[src/rtl/ddr_rx_pkg.sv]
// Shared types and defaults for the DDR receive word aligner.
// Holds the alignment state encoding, default parameters and the offset-width helper.
package ddr_rx_pkg;

    typedef enum logic [1:0] {
        HUNT    = 2'd0,
        CONFIRM = 2'd1,
        LOCKED  = 2'd2
    } align_state_e;

    localparam int          DEF_WORD_WIDTH    = 8;
    localparam logic [31:0] DEF_ALIGN_PATTERN = 32'h0000_00B5;
    localparam int          DEF_LOCK_COUNT    = 4;

    // Width of a counter/offset spanning 0..w-1; never narrower than one bit.
    function automatic int ofs_width(input int w);
        return (w > 1) ? $clog2(w) : 1;
    endfunction

endpackage

[src/rtl/ddr_rx_word_aligner_if.sv]
// Sample-pair input and aligned-word output bundle of the DDR receive word aligner.
// The aligner takes the slave side; the sample source and word consumer take the master side.
interface ddr_rx_word_aligner_if
    import ddr_rx_pkg::*;
#(
    parameter int WORD_WIDTH = DEF_WORD_WIDTH
);
    logic [1:0]                         ddr_q;
    logic                               en;
    logic                               resync;
    logic [WORD_WIDTH-1:0]              word;
    logic                               word_valid;
    logic                               locked;
    logic                               align_err;
    logic [ofs_width(WORD_WIDTH)-1:0]   slip_ofs;

    modport slave (
        input  ddr_q, en, resync,
        output word, word_valid, locked, align_err, slip_ofs
    );

    modport master (
        output ddr_q, en, resync,
        input  word, word_valid, locked, align_err, slip_ofs
    );
endinterface

[src/rtl/ddr_rx_align_fsm.sv]
// Hunt/confirm/lock controller, evaluated once per extracted word.
// Requests a one-bit slip on each rejected word and flags a full revolution without a match.
module ddr_rx_align_fsm
    import ddr_rx_pkg::*;
#(
    parameter int WORD_WIDTH = DEF_WORD_WIDTH,
    parameter int LOCK_COUNT = DEF_LOCK_COUNT
) (
    input  logic clk,
    input  logic rst_n,
    input  logic word_strobe,
    input  logic match,
    input  logic resync,
    output logic slip,
    output logic locked,
    output logic align_err
);
    localparam logic [1:0] S_HUNT    = HUNT;
    localparam logic [1:0] S_CONFIRM = CONFIRM;
    localparam logic [1:0] S_LOCKED  = LOCKED;

    localparam int             SW                = ofs_width(WORD_WIDTH);
    localparam logic [SW-1:0]  SLIP_LAST         = SW'(WORD_WIDTH - 1);
    localparam logic [3:0]     MATCH_LAST        = 4'(LOCK_COUNT - 1);
    localparam logic [1:0]     FIRST_MATCH_STATE = (LOCK_COUNT == 1) ? S_LOCKED : S_CONFIRM;

    logic [1:0]    state_reg,     state_next;
    logic [3:0]    match_cnt_reg, match_cnt_next;
    logic [SW-1:0] slip_cnt_reg,  slip_cnt_next;
    logic          align_err_reg, align_err_next;

    always_comb begin
        state_next     = state_reg;
        match_cnt_next = match_cnt_reg;
        slip_cnt_next  = slip_cnt_reg;
        align_err_next = 1'b0;
        slip           = 1'b0;
        if (resync) begin
            // Re-hunt from the current offset; a coincident word is discarded.
            state_next     = S_HUNT;
            match_cnt_next = '0;
            slip_cnt_next  = '0;
        end else if (word_strobe) begin
            if (match) begin
                slip_cnt_next = '0;
            end
            case (state_reg)
                S_HUNT: begin
                    if (match) begin
                        match_cnt_next = 4'd1;
                        state_next     = FIRST_MATCH_STATE;
                    end else begin
                        slip = 1'b1;
                    end
                end
                S_CONFIRM: begin
                    if (match) begin
                        match_cnt_next = match_cnt_reg + 4'd1;
                        if (match_cnt_reg == MATCH_LAST) begin
                            state_next = S_LOCKED;
                        end
                    end else begin
                        slip           = 1'b1;
                        match_cnt_next = '0;
                        state_next     = S_HUNT;
                    end
                end
                S_LOCKED: begin
                end
                default: begin
                    state_next = S_HUNT;
                end
            endcase
            if (slip) begin
                if (slip_cnt_reg == SLIP_LAST) begin
                    align_err_next = 1'b1;
                    slip_cnt_next  = '0;
                end else begin
                    slip_cnt_next = slip_cnt_reg + SW'(1);
                end
            end
        end
    end

    always_ff @(posedge clk or negedge rst_n) begin
        if (!rst_n) begin
            state_reg     <= S_HUNT;
            match_cnt_reg <= '0;
            slip_cnt_reg  <= '0;
            align_err_reg <= 1'b0;
        end else begin
            state_reg     <= state_next;
            match_cnt_reg <= match_cnt_next;
            slip_cnt_reg  <= slip_cnt_next;
            align_err_reg <= align_err_next;
        end
    end

    assign locked    = (state_reg == S_LOCKED);
    assign align_err = align_err_reg;

endmodule

[src/rtl/ddr_rx_word_aligner.sv]
// Assembles I_DDR sample pairs into WORD_WIDTH-bit words and aligns them to a training pattern.
// A sliding window over the bit history is selected by the slip offset chosen by the align FSM.
module ddr_rx_word_aligner
    import ddr_rx_pkg::*;
#(
    parameter int                    WORD_WIDTH    = DEF_WORD_WIDTH,
    parameter logic [WORD_WIDTH-1:0] ALIGN_PATTERN = WORD_WIDTH'(DEF_ALIGN_PATTERN),
    parameter int                    LOCK_COUNT    = DEF_LOCK_COUNT
) (
    input  logic                  clk,
    input  logic                  rst_n,
    ddr_rx_word_aligner_if.slave  bus
);
    localparam int HW = 2 * WORD_WIDTH;
    localparam int PW = ofs_width(WORD_WIDTH / 2);
    localparam int OW = ofs_width(WORD_WIDTH);

    localparam logic [PW-1:0] PHASE_LAST = PW'(WORD_WIDTH / 2 - 1);
    localparam logic [OW-1:0] OFS_LAST   = OW'(WORD_WIDTH - 1);

    logic [HW-1:0]         history_reg, history_next;
    logic [PW-1:0]         phase_reg;
    logic [OW-1:0]         slip_ofs_reg, slip_ofs_next;
    logic [WORD_WIDTH-1:0] word_reg;
    logic                  strobe_reg;
    logic                  boundary;
    logic                  slip;
    logic                  locked;
    logic                  align_err;
    logic                  match;
    logic [WORD_WIDTH-1:0] window_cand [WORD_WIDTH];

    // Newest bit sits at history[0]; the falling-edge sample is the later of the pair.
    assign history_next = bus.en ? {history_reg[HW-3:0], bus.ddr_q[0], bus.ddr_q[1]}
                                 : history_reg;
    assign boundary     = bus.en && (phase_reg == PHASE_LAST);

    // A slip decided this cycle already applies to a word extracted on the same edge.
    assign slip_ofs_next = !slip                   ? slip_ofs_reg :
                           (slip_ofs_reg == OFS_LAST) ? '0 : slip_ofs_reg + OW'(1);

    for (genvar gi = 0; gi < WORD_WIDTH; gi++) begin : g_window
        assign window_cand[gi] = history_next[gi +: WORD_WIDTH];
    end

    always_ff @(posedge clk or negedge rst_n) begin
        if (!rst_n) begin
            history_reg  <= '0;
            phase_reg    <= '0;
            slip_ofs_reg <= '0;
            word_reg     <= '0;
            strobe_reg   <= 1'b0;
        end else begin
            history_reg  <= history_next;
            slip_ofs_reg <= slip_ofs_next;
            strobe_reg   <= boundary;
            if (bus.en) begin
                phase_reg <= (phase_reg == PHASE_LAST) ? '0 : phase_reg + PW'(1);
            end
            if (boundary) begin
                word_reg <= window_cand[slip_ofs_next];
            end
        end
    end

    assign match = (word_reg == ALIGN_PATTERN);

    ddr_rx_align_fsm #(
        .WORD_WIDTH (WORD_WIDTH),
        .LOCK_COUNT (LOCK_COUNT)
    ) u_align_fsm (
        .clk         (clk),
        .rst_n       (rst_n),
        .word_strobe (strobe_reg),
        .match       (match),
        .resync      (bus.resync),
        .slip        (slip),
        .locked      (locked),
        .align_err   (align_err)
    );

    assign bus.word       = word_reg;
    assign bus.word_valid = strobe_reg && locked && !bus.resync;
    assign bus.locked     = locked;
    assign bus.align_err  = align_err;
    assign bus.slip_ofs   = slip_ofs_reg;

endmodule

[src/flat_wrapper.sv]
// flat-port wrapper written by rule: the top's interface ports become plain ports
module ddr_rx_word_aligner_flat import ddr_rx_pkg::*;
#(
    parameter int                    WORD_WIDTH    = DEF_WORD_WIDTH,
    parameter logic [WORD_WIDTH-1:0] ALIGN_PATTERN = WORD_WIDTH'(DEF_ALIGN_PATTERN),
    parameter int                    LOCK_COUNT    = DEF_LOCK_COUNT
)
  (clk, rst_n, bus_ddr_q, bus_en, bus_resync, bus_word, bus_word_valid, bus_locked, bus_align_err, bus_slip_ofs);
  ddr_rx_word_aligner_if #(.WORD_WIDTH(WORD_WIDTH)) bus_i ();
  input  logic clk;
  input  logic rst_n;
  input wire logic [$bits(bus_i.ddr_q)-1:0] bus_ddr_q;
  input wire logic [$bits(bus_i.en)-1:0] bus_en;
  input wire logic [$bits(bus_i.resync)-1:0] bus_resync;
  output wire logic [$bits(bus_i.word)-1:0] bus_word;
  output wire logic [$bits(bus_i.word_valid)-1:0] bus_word_valid;
  output wire logic [$bits(bus_i.locked)-1:0] bus_locked;
  output wire logic [$bits(bus_i.align_err)-1:0] bus_align_err;
  output wire logic [$bits(bus_i.slip_ofs)-1:0] bus_slip_ofs;
  assign bus_i.ddr_q = bus_ddr_q;
  assign bus_i.en = bus_en;
  assign bus_i.resync = bus_resync;
  assign bus_word = bus_i.word;
  assign bus_word_valid = bus_i.word_valid;
  assign bus_locked = bus_i.locked;
  assign bus_align_err = bus_i.align_err;
  assign bus_slip_ofs = bus_i.slip_ofs;
  ddr_rx_word_aligner #(.WORD_WIDTH(WORD_WIDTH), .ALIGN_PATTERN(ALIGN_PATTERN), .LOCK_COUNT(LOCK_COUNT)) u_core (.clk(clk), .rst_n(rst_n), .bus(bus_i));
endmodule
[config.mk]
export PLATFORM = sky130hd
export DESIGN_NAME = ddr_rx_word_aligner_flat
export DESIGN_NICKNAME = d
export VERILOG_FILES = /design/src/rtl/ddr_rx_pkg.sv /design/src/rtl/ddr_rx_word_aligner_if.sv /design/src/rtl/ddr_rx_align_fsm.sv /design/src/rtl/ddr_rx_word_aligner.sv /design/src/flat_wrapper.sv
export SDC_FILE = /design/constraint.sdc
export NUM_CORES = 1
export LEC_CHECK = 0
export CORE_AREA = 5 5 77 72
export CTS_CLUSTER_SIZE = 14
export DETAILED_ROUTE_END_ITERATION = 16
export DIE_AREA = 0 0 82 77
export DONT_BUFFER_PORTS = 1
export PLACE_DENSITY = 0.79
export SYNTH_ARGS = -nofsm -noshare
export SYNTH_HDL_FRONTEND = slang
export SYNTH_SLANG_ARGS = --single-unit
[constraint.sdc]
create_clock -name clk -period 3.5 [get_ports clk]
set_input_delay 0.175 -clock clk [delete_from_list [all_inputs] [get_ports clk]]
set_output_delay 0.175 -clock clk [all_outputs]
set_load 0.05 [all_outputs]
==> results of run 1 <==
power groups by stage:
stage	sequential (mW)	combinational [mW]	clock (mW)
finish	0.884	1.25	0.384
global route	0.905	1.35	0.411
detailed placement	0.891	1.21	0
global placement	0.887	1.19	0
CTS	0.885	1.24	0.389
floorplan	0.891	0.995	0
worst paths after layout:
| kind | startpoint | endpoint | slack [ns] | depth (start not counted) |
|---|---|---|---|---|
| max | u_core.bus.slip_ofs[1]$_DFF_PN0_ | u_core.bus.word[6]$_DFFE_PN0P_ | 0.77 | 6 |
| min | bus_ddr_q[0] | u_core.history_reg[1]$_DFF_PN0_ | 0.02 | 1 |
| max reg2reg | u_core.bus.slip_ofs[1]$_DFF_PN0_ | u_core.bus.word[6]$_DFFE_PN0P_ | 0.77 | 6 |
| min reg2reg | u_core.u_align_fsm.match_cnt_reg[3]$_DFFE_PN0P_ | u_core.u_align_fsm.match_cnt_reg[3]$_DFFE_PN0P_ | 0.51 | 1 |
| max in group asynchronous | rst_n | u_core.history_reg[8]$_DFF_PN0_ | 2.94 | 2 |
| min in group asynchronous | rst_n | u_core.bus.word[0]$_DFFE_PN0P_ | 0.35 | 2 |
stage by stage:
step | hold slack [ns] | instance area, µm² | cells
floorplan | -0.121 | 2670 | 254
global placement | -0.120 | 2700 | 308
detailed placement | -0.120 | 2700 | 308
CTS | 0.0176 | 2850 | 319
global route | 0.0188 | 2850 | 319
finish | 0.0225 | 2850 | 319
repair_timing:
item                      4_1_cts  5_1_grt
hold endpoints to repair       45        0
setup buffers                   0        0
resized for setup               0        0
hold buffers                    3        0
worst max-delay path, delay by kind of cell (launching register included):
family          cells  cell delay [ns]
flops               1             0.39
mux                 3             1.22
fa+ha+maj           1             0.76
compound gates      2             0.23
final cells by class:
class | instances | area share
Multi-Input combinational cell | 191 | 0.553
Inverter | 9 | 0.0118
Timing Repair Buffer | 7 | 0.0246
Tap cell | 65 | 0.0285
Clock buffer | 5 | 0.0241
Sequential cell | 39 | 0.342
Clock inverter | 3 | 0.0154
cells by family after synthesis:
logic type	count (synthesis)	share of synthesized area
fa+ha+maj	6	0.0281
buf+inv	24	0.0450
xor+xnor	2	0.00656
flops	39	0.366
simple gates	66	0.142
compound gates	53	0.136
mux	64	0.277
cells in the mapped netlist (all sizes together), types with 3 or more instances:
cell type / instances / share of area
nand2: 12 / 0.017
a21oi: 9 / 0.017
nand2b: 5 / 0.012
and3b: 3 / 0.0098
buf: 15 / 0.032
a211oi: 3 / 0.0084
inv: 9 / 0.013
o21ai: 13 / 0.029
dfrtp: 39 / 0.37
ha: 6 / 0.028
a31oi: 6 / 0.014
mux2: 32 / 0.14
nand3: 3 / 0.0056
mux4: 3 / 0.025
nor2b: 5 / 0.012
a22oi: 6 / 0.017
mux2i: 29 / 0.11
nor2: 24 / 0.035
nor3b: 4 / 0.013
layout by cell type (no fill, tap or decap), types with 3 or more instances in the layout:
master | netlist | routed
mux2i_1 | 27 | 27
a22oi_1 | 6 | 6
nand2_1 | 12 | 12
nand2b_1 | 5 | 5
inv_2 | 3 | 3
nand3_1 | 3 | 3
a211oi_1 | 3 | 3
inv_1 | 6 | 6
o21ai_0 | 10 | 10
mux4_2 | 3 | 3
ha_1 | 6 | 6
nor2b_1 | 5 | 5
and3b_1 | 3 | 3
dfrtp_1 | 39 | 39
nor2_1 | 23 | 23
clkbuf_8 | 0 | 5
a21oi_1 | 9 | 9
a31oi_1 | 6 | 6
mux2_2 | 25 | 25
buf_4 | 2 | 4
mux2_1 | 6 | 6
per-layer routing:
layer	vias to the layer above	GRT usage
met5	-	0
met4	0	0.0714
met3	12	0.0480
met2	71	0.296
met1	954	0.310
li1	932	-
==> results.yml, run 1 <==
status:
  status: "completed"
finish:
  drive_gt1_frac: 0.209
  fin_util: 0.609
  multi_input_area_um2: 1580
  area_growth_pct: 6.84
  seq_area_um2: 976
  num-nets-final: 265
  fillers: 407
  largest_register_ffs: 15
  num_antenna_cells: 0
route:
  vias_per_cell: 6.17
  wl_mm: 5.97
  dr_wl_met3_um: 415
  met2_length_mm: 2.73
  vias: 1969
  first_pass_iters: 5
  drt-met1-wl_mm: 2.72
  drc: 0
  antenna_left: 0
  drt_iter0_markers: 161
  wl_per_cell_um: 18.7
  top_layer: "met4"
grt:
  grt_pass1_vias: 1919
  antenna_found_initial: 0
  grt_pass1_wl_mm: 10.1
  grt_use_total: 0.209
  overflow: 0
  grt_max_degree: 41
critical_path:
  path_class: "flop to flop"
  worstPathRequired_ns: 3.68
  crit_chain: "ha_1 -> mux2_2 -> mux4_2 -> mux2_2 -> a21oi_1 -> a31oi_1"
  crit_top_cell: "mux2_2"
  crit_path_start_kind: "flop"
  slowest_delay_ns: 0.76
  end_kind: "flop"
  critical_path_arrival_ns: 2.91
  crit_slowest_cell: "ha_1"
  worst-path-max-fanout: 19
clock_tree:
  path_clk_slew_ns: 0.09
  cts_max_level: 2
  numCtsBuffers: 5
  cts.sink_count: 39
  cts_tree: "yes"
  cts_root_buffer: "clkbuf_8"
  insertion_delay_ns: 0.30
  clock_path_buffers: 2
power_and_ir_drop:
  pwr-share-clk: 0.152
  p_int_mw: 1.35
  p_leak_nw: 1.26
  p_per_area_nw_per_um2: 884
  p_switching_mw: 1.17
  power_frac_comb: 0.497
  swShare: 0.463
  total_power_mw: 2.52
  max-vdd-ir-drop_v: 0.000777
  power_frac_seq: 0.351
flow_run:
  max_cap_violations: 0
floorplan:
  fp.dieArea_um2: 6310
  rows: 24
  coreArea_um2: 4680
  initial_core_util: 0.570
  die_w_um: 82
  die_y_um: 77
  io-pin-count: 20
logic_synthesis:
  seq_area_frac_synth: 0.366
  async_flop_share: 1.00
  synth.avg_cell_area_um2: 10.5
  synthCells: 254
  ys_warn_count: 0
  synth_nets: 266
  synth-main-ff-cell: "dfrtp_1"
  syn-cell-area_um2: 2670
  synth_edf_count: 0
  synth_seq_cells: 39
  synthDistinctLibCells: 49
timing:
  post-route-period-util: 0.779
  fin_ws_ns: 0.774
  finalSetupTns_ns: 0
  hold_violations: 0
  rsz0062_at_grt: "no"
  fmax_mhz: 367
  slew_violations: 0
  finalClockSkew_ns: 0.00968
  slew_headroom: 0.440
  finalSetupViolations: 0
  fin_crit_ns: 2.73
  tightest_slew_ns: 0.836
placement:
  pre_cts_slack_ns: 0.814
  place.gp.congestion: 0.878
  hpwlAfterDp_mm: 4.11
  port_buffers: 0
hold_path:
  hold_path.class: "input pin to flop"
Note: power is estimated with default switching activity, not from simulation.
==> run 2: changes to the inputs <==
--- a/config.mk
+++ b/config.mk
@@ -5,12 +5,12 @@
 export SDC_FILE = /design/constraint.sdc
 export NUM_CORES = 1
 export LEC_CHECK = 0
-export CORE_AREA = 5 5 77 72
+export CORE_AREA = 5 5 78 73
 export CTS_CLUSTER_SIZE = 14
 export DETAILED_ROUTE_END_ITERATION = 16
-export DIE_AREA = 0 0 82 77
+export DIE_AREA = 0 0 83 78
 export DONT_BUFFER_PORTS = 1
-export PLACE_DENSITY = 0.79
+export PLACE_DENSITY = 0.8
 export SYNTH_ARGS = -nofsm -noshare
 export SYNTH_HDL_FRONTEND = slang
 export SYNTH_SLANG_ARGS = --single-unit
==> constraint.sdc (replaced) <==
create_clock -name clk -period 2.45 [get_ports clk]
set_input_delay 0.1225 -clock clk [delete_from_list [all_inputs] [get_ports clk]]
set_output_delay 0.1225 -clock clk [all_outputs]
set_load 0.05 [all_outputs]
==> results.yml, run 2 (synthesized netlist as in run 1, its figures left out) <==
critical_path:
  worstPathRequired_ns: 2.63
  end_kind: "flop"
  crit_path_start_kind: "flop"
  worst-path-max-fanout: 8
  path_class: "flop to flop"
  ff2ff_setup_slack_ns: 0.09
  critical_path_arrival_ns: 2.54
timing:
  post-route-period-util: 0.962
  finalSetupTns_ns: 0
  slew_violations: 0
  finalClockSkew_ns: 0.00537
  hold_violations: 0
  rsz0062_at_grt: "no"
  slew_headroom: 0.688
  fin_ws_ns: 0.0940
  fin_crit_ns: 2.36
  fmax_mhz: 424
  tightest_slew_ns: 0.459
  finalSetupViolations: 0
power_and_ir_drop:
  power_frac_seq: 0.268
  swShare: 0.460
  p_per_area_nw_per_um2: 1220
  p_switching_mw: 1.68
  total_power_mw: 3.65
  pwr-share-clk: 0.121
  power_frac_comb: 0.611
  max-vdd-ir-drop_v: 0.000845
  p_leak_nw: 1.32
  p_int_mw: 1.97
clock_tree:
  cts_root_buffer: "clkbuf_8"
  cts_max_level: 2
  post-cts-setup-buffer-count: 0
  clock_path_buffers: 2
  numCtsBuffers: 5
  path_clk_slew_ns: 0.08
  cts_tree: "yes"
  cts.sink_count: 39
  insertion_delay_ns: 0.30
route:
  drc: 0
  antenna_left: 0
  wl_per_cell_um: 17.7
  wl_mm: 5.97
  drt_iter0_markers: 126
  vias_per_cell: 5.93
  vias: 1999
  first_pass_iters: 4
finish:
  final_cell_mix: "37 x dfrtp_1, 27 x mux2i_1, 25 x mux2_2, 23 x nor2_1, 16 x buf_4"
  area_growth_pct: 11.8
  num_antenna_cells: 0
  layout_commonest_cell: "dfrtp_1"
  drive_gt1_frac: 0.250
  largest_register_ffs: 15
  num-nets-final: 283
placement:
  hpwlAfterDp_mm: 4.19
  place.gp.congestion: 0.887
  port_buffers: 0
  pre_cts_slack_ns: 0.0706
floorplan:
  die_w_um: 83
  rows: 24
  coreArea_um2: 4740
  io-pin-count: 20
  initial_core_util: 0.563
  fp.dieArea_um2: 6470
  die_y_um: 78
grt:
  grt_pass1_vias: 2013
  grt_pass1_wl_mm: 10.1
  antenna_found_initial: 0
  grt_max_degree: 40
  overflow: 0
  grt_use_total: 0.195
status:
  status: "completed"
flow_run:
  max_cap_violations: 0
hold_path:
  hold_path.class: "input pin to flop"
run 2: cell type report:
class,instances,area [µm²]
inverters,9,33.8
clock inverters,3,20.0
fillers,428,1760
flip-flops and latches,39,978
clock buffers,5,68.8
repair buffers,25,220
well taps,65,81.3
multi-input cells,191,1580
run 2: stage by stage:
step                hold WS [ns]  area (µm²)  cells  utilization
finish                    0.0137        2980    337        0.629
global placement          -0.172        2790    320        0.588
detailed placement        -0.172        2790    320        0.588
CTS                    0.0000173        2970    336        0.626
floorplan                 -0.173        2680    254            -
global route             0.00453        2980    337        0.629
run 2: routing by layer:
layer	wire length, µm	up-vias	global-route usage
met3	385	8	0.0583
met2	2710	42	0.287
met5	0	-	0
li1	-	975	-
met4	95	0	0.0817
met1	2780	974	0.267
run 2: final timing paths:
path	start	end	cells after the start
worst min register to register	u_core.u_align_fsm.match_cnt_reg[3]$_DFFE_PN0P_	u_core.u_align_fsm.match_cnt_reg[3]$_DFFE_PN0P_	1
min in group asynchronous	rst_n	u_core.history_reg[7]$_DFF_PN0_	2
worst max-delay path	u_core.bus.slip_ofs[1]$_DFF_PN0_	u_core.bus.word[6]$_DFFE_PN0P_	6
worst min-delay path	bus_en	u_core.history_reg[11]$_DFF_PN0_	2
max in group asynchronous	rst_n	u_core.bus.slip_ofs[0]$_DFF_PN0_	2
worst max register to register	u_core.bus.slip_ofs[1]$_DFF_PN0_	u_core.bus.word[6]$_DFFE_PN0P_	6
run 2: power groups by stage:
| stage | Sequential, mW | Clock, mW | Combinational, mW |
|---|---|---|---|
| 2_1_floorplan | 1.28 | 0 | 1.42 |
| 3_3_place_gp | 0.982 | 0 | 2.12 |
| 3_5_place_dp | 0.986 | 0 | 2.17 |
| 4_1_cts | 0.975 | 0.450 | 2.21 |
| 5_1_grt | 1.00 | 0.486 | 2.41 |
| 6_report | 0.980 | 0.442 | 2.23 |
run 2: timing repair:
| item | in CTS | in global routing |
|---|---|---|
| endpoints found under the hold margin | 52 | 1 |
| resized for setup | 0 | 1 |
| hold buffers | 8 | 1 |
| setup endpoints to repair | 0 | 2 |
run 2: worst max-delay path, cell delays in order, from the launching register on:
cell and delay, ns:
dfrtp_2 0.41, ha_2 0.43, mux2_2 0.39, mux4_2 0.49, mux2_2 0.28, a21oi_1 0.14
a31oi_1 0.09
==> run 3: changes to the inputs <==
--- a/config.mk
+++ b/config.mk
@@ -5,10 +5,12 @@
 export SDC_FILE = /design/constraint.sdc
 export NUM_CORES = 1
 export LEC_CHECK = 0
-export CORE_AREA = 5 5 78 73
+export CELL_PAD_IN_SITES_DETAIL_PLACEMENT = 0
+export CELL_PAD_IN_SITES_GLOBAL_PLACEMENT = 1
+export CORE_AREA = 5 5 87 81
 export CTS_CLUSTER_SIZE = 14
 export DETAILED_ROUTE_END_ITERATION = 16
-export DIE_AREA = 0 0 83 78
+export DIE_AREA = 0 0 92 86
 export DONT_BUFFER_PORTS = 1
 export PLACE_DENSITY = 0.8
 export SYNTH_ARGS = -nofsm -noshare
==> results.yml, run 3 (synthesized netlist as in run 1, its figures left out) <==
route:
  antenna_left: 0
  wl_per_cell_um: 18.2
  drc: 0
  vias: 2061
  wl_mm: 6.29
  drt_iter0_markers: 136
  first_pass_iters: 4
  vias_per_cell: 5.97
grt:
  antenna_found_initial: 0
  grt_pass1_vias: 2001
  grt_max_degree: 40
  grt_use_total: 0.171
  overflow: 0
  grt_pass1_wl_mm: 10.7
timing:
  finalClockSkew_ns: 0.00658
  hold_violations: 0
  rsz0062_at_grt: "no"
  slew_headroom: 0.671
  slew_violations: 0
  tightest_slew_ns: 0.485
  post-route-period-util: 0.963
  finalSetupViolations: 0
  fin_crit_ns: 2.36
  fmax_mhz: 424
  finalSetupTns_ns: 0
finish:
  area_growth_pct: 14.1
  drive_gt1_frac: 0.256
  num-nets-final: 284
  final_cell_mix: "37 x dfrtp_1, 27 x mux2i_1, 25 x mux2_2, 23 x nor2_1, 18 x buf_4"
  fillers: 547
  largest_register_ffs: 15
  layout_commonest_cell: "dfrtp_1"
  fin_util: 0.506
  num_antenna_cells: 0
clock_tree:
  cts.sink_count: 39
  path_clk_slew_ns: 0.08
  post-cts-setup-buffer-count: 0
  clock_path_buffers: 2
  insertion_delay_ns: 0.30
  cts_tree: "yes"
  cts_max_level: 2
  numCtsBuffers: 5
  cts_root_buffer: "clkbuf_8"
status:
  status: "completed"
floorplan:
  die_w_um: 92
  initial_core_util: 0.444
  rows: 27
  coreArea_um2: 6010
  io-pin-count: 20
  die_y_um: 86
  fp.dieArea_um2: 7910
power_and_ir_drop:
  p_per_area_nw_per_um2: 1280
  max-vdd-ir-drop_v: 0.000909
  p_leak_nw: 1.35
critical_path:
  crit_path_start_kind: "flop"
  r2r_cells: 6
  critical_path_arrival_ns: 2.52
  end_kind: "flop"
  crit_chain: "ha_2 -> mux2_2 -> mux4_2 -> o22a_1 -> a22oi_1 -> a31oi_1"
  worstPathRequired_ns: 2.61
  path_class: "flop to flop"
  worst-path-max-fanout: 9
  crit_slowest_cell: "mux4_2"
  cp_num_buf_inv: 0
  crit_cells: 6
  path_delay_family: "multiplexers"
  slowest_delay_ns: 0.47
flow_run:
  max_cap_violations: 0
placement:
  hpwlAfterDp_mm: 4.35
  port_buffers: 0
  place.gp.congestion: 0.794
hold_path:
  hold_path.class: "input pin to flop"
  hold_depth: 1
[run 3: cell count changes in the layout (fill, tap and decap cells not counted)]
cell	before	now
buf_4	16	18
bufinv_16	0	2
clkinv_2	1	0
clkinvlp_4	2	1
dlygate4sd3_1	8	7
[run 3: worst register-to-register path: cells and delay by family, from the launching register on]
| family | cells | cell delay (ns) |
|---|---|---|
| muxes | 2 | 0.86 |
| DFF | 1 | 0.41 |
| adders and majority gates | 1 | 0.44 |
| AOI/OAI and AO/OA | 3 | 0.52 |
[run 3: stage by stage]
stage          worst slack (ns)  total power [mW]  hold WS (ns)  cell area (µm²)  std cells
5_1_grt                 0.00223              4.16       0.00653             3040        345
4_1_cts                  0.0222              3.89       0.00635             3040        345
2_1_floorplan            0.0175              2.70        -0.173             2680        254
3_5_place_dp             0.0448              3.20        -0.172             2820        329
3_3_place_gp             0.0967              3.17        -0.172             2820        329
6_report                 0.0914              3.89        0.0206             3040        345
[run 3: final timing paths]
path                                                            startpoint                                               to  slack (ns)
min in group asynchronous                                            rst_n                  u_core.history_reg[9]$_DFF_PN0_        0.28
min reg2reg                u_core.u_align_fsm.match_cnt_reg[3]$_DFFE_PN0P_  u_core.u_align_fsm.match_cnt_reg[3]$_DFFE_PN0P_        0.48
max in group asynchronous                                            rst_n                 u_core.bus.slip_ofs[1]$_DFF_PN0_        1.97
min                                                                 bus_en                  u_core.history_reg[8]$_DFF_PN0_        0.02
max reg2reg                               u_core.bus.slip_ofs[1]$_DFF_PN0_                   u_core.bus.word[4]$_DFFE_PN0P_        0.09
max                                       u_core.bus.slip_ofs[1]$_DFF_PN0_                   u_core.bus.word[4]$_DFFE_PN0P_        0.09
[run 3: final cells by class]
cell class	count	area, µm²	share of cell area
Multi-Input combinational cell	191	1580	0.519
Sequential cell	39	978	0.321
Timing Repair Buffer	26	225	0.0740
Tap cell	72	90.1	0.0296
Clock buffer	5	68.8	0.0226
Clock inverter	3	67.6	0.0222
Inverter	9	33.8	0.0111
[run 3: metal layers]
layer / share of wire / wire length, µm / up-vias / global-route usage
met5: 0 / 0 / - / 0
met2: 0.44 / 2750 / 53 / 0.251
met3: 0.064 / 400 / 9 / 0.0395
met1: 0.48 / 3040 / 1020 / 0.248
met4: 0.017 / 104 / 0 / 0.0567
li1: - / - / 979 / -
[run 3: repair_timing]
item,in CTS,in global routing
gates resized for setup,0,1
endpoints found under the hold margin,54,0
hold buffers,8,0
setup endpoints to repair,0,3
[run 3: where the power goes]
group | leakage [nW] | switching (mW) | total (mW) | internal [mW]
registers | 0.482 | 0.168 | 0.987 | 0.819
logic | 0.802 | 1.27 | 2.25 | 0.983
clock network | 0.0644 | 0.244 | 0.651 | 0.406
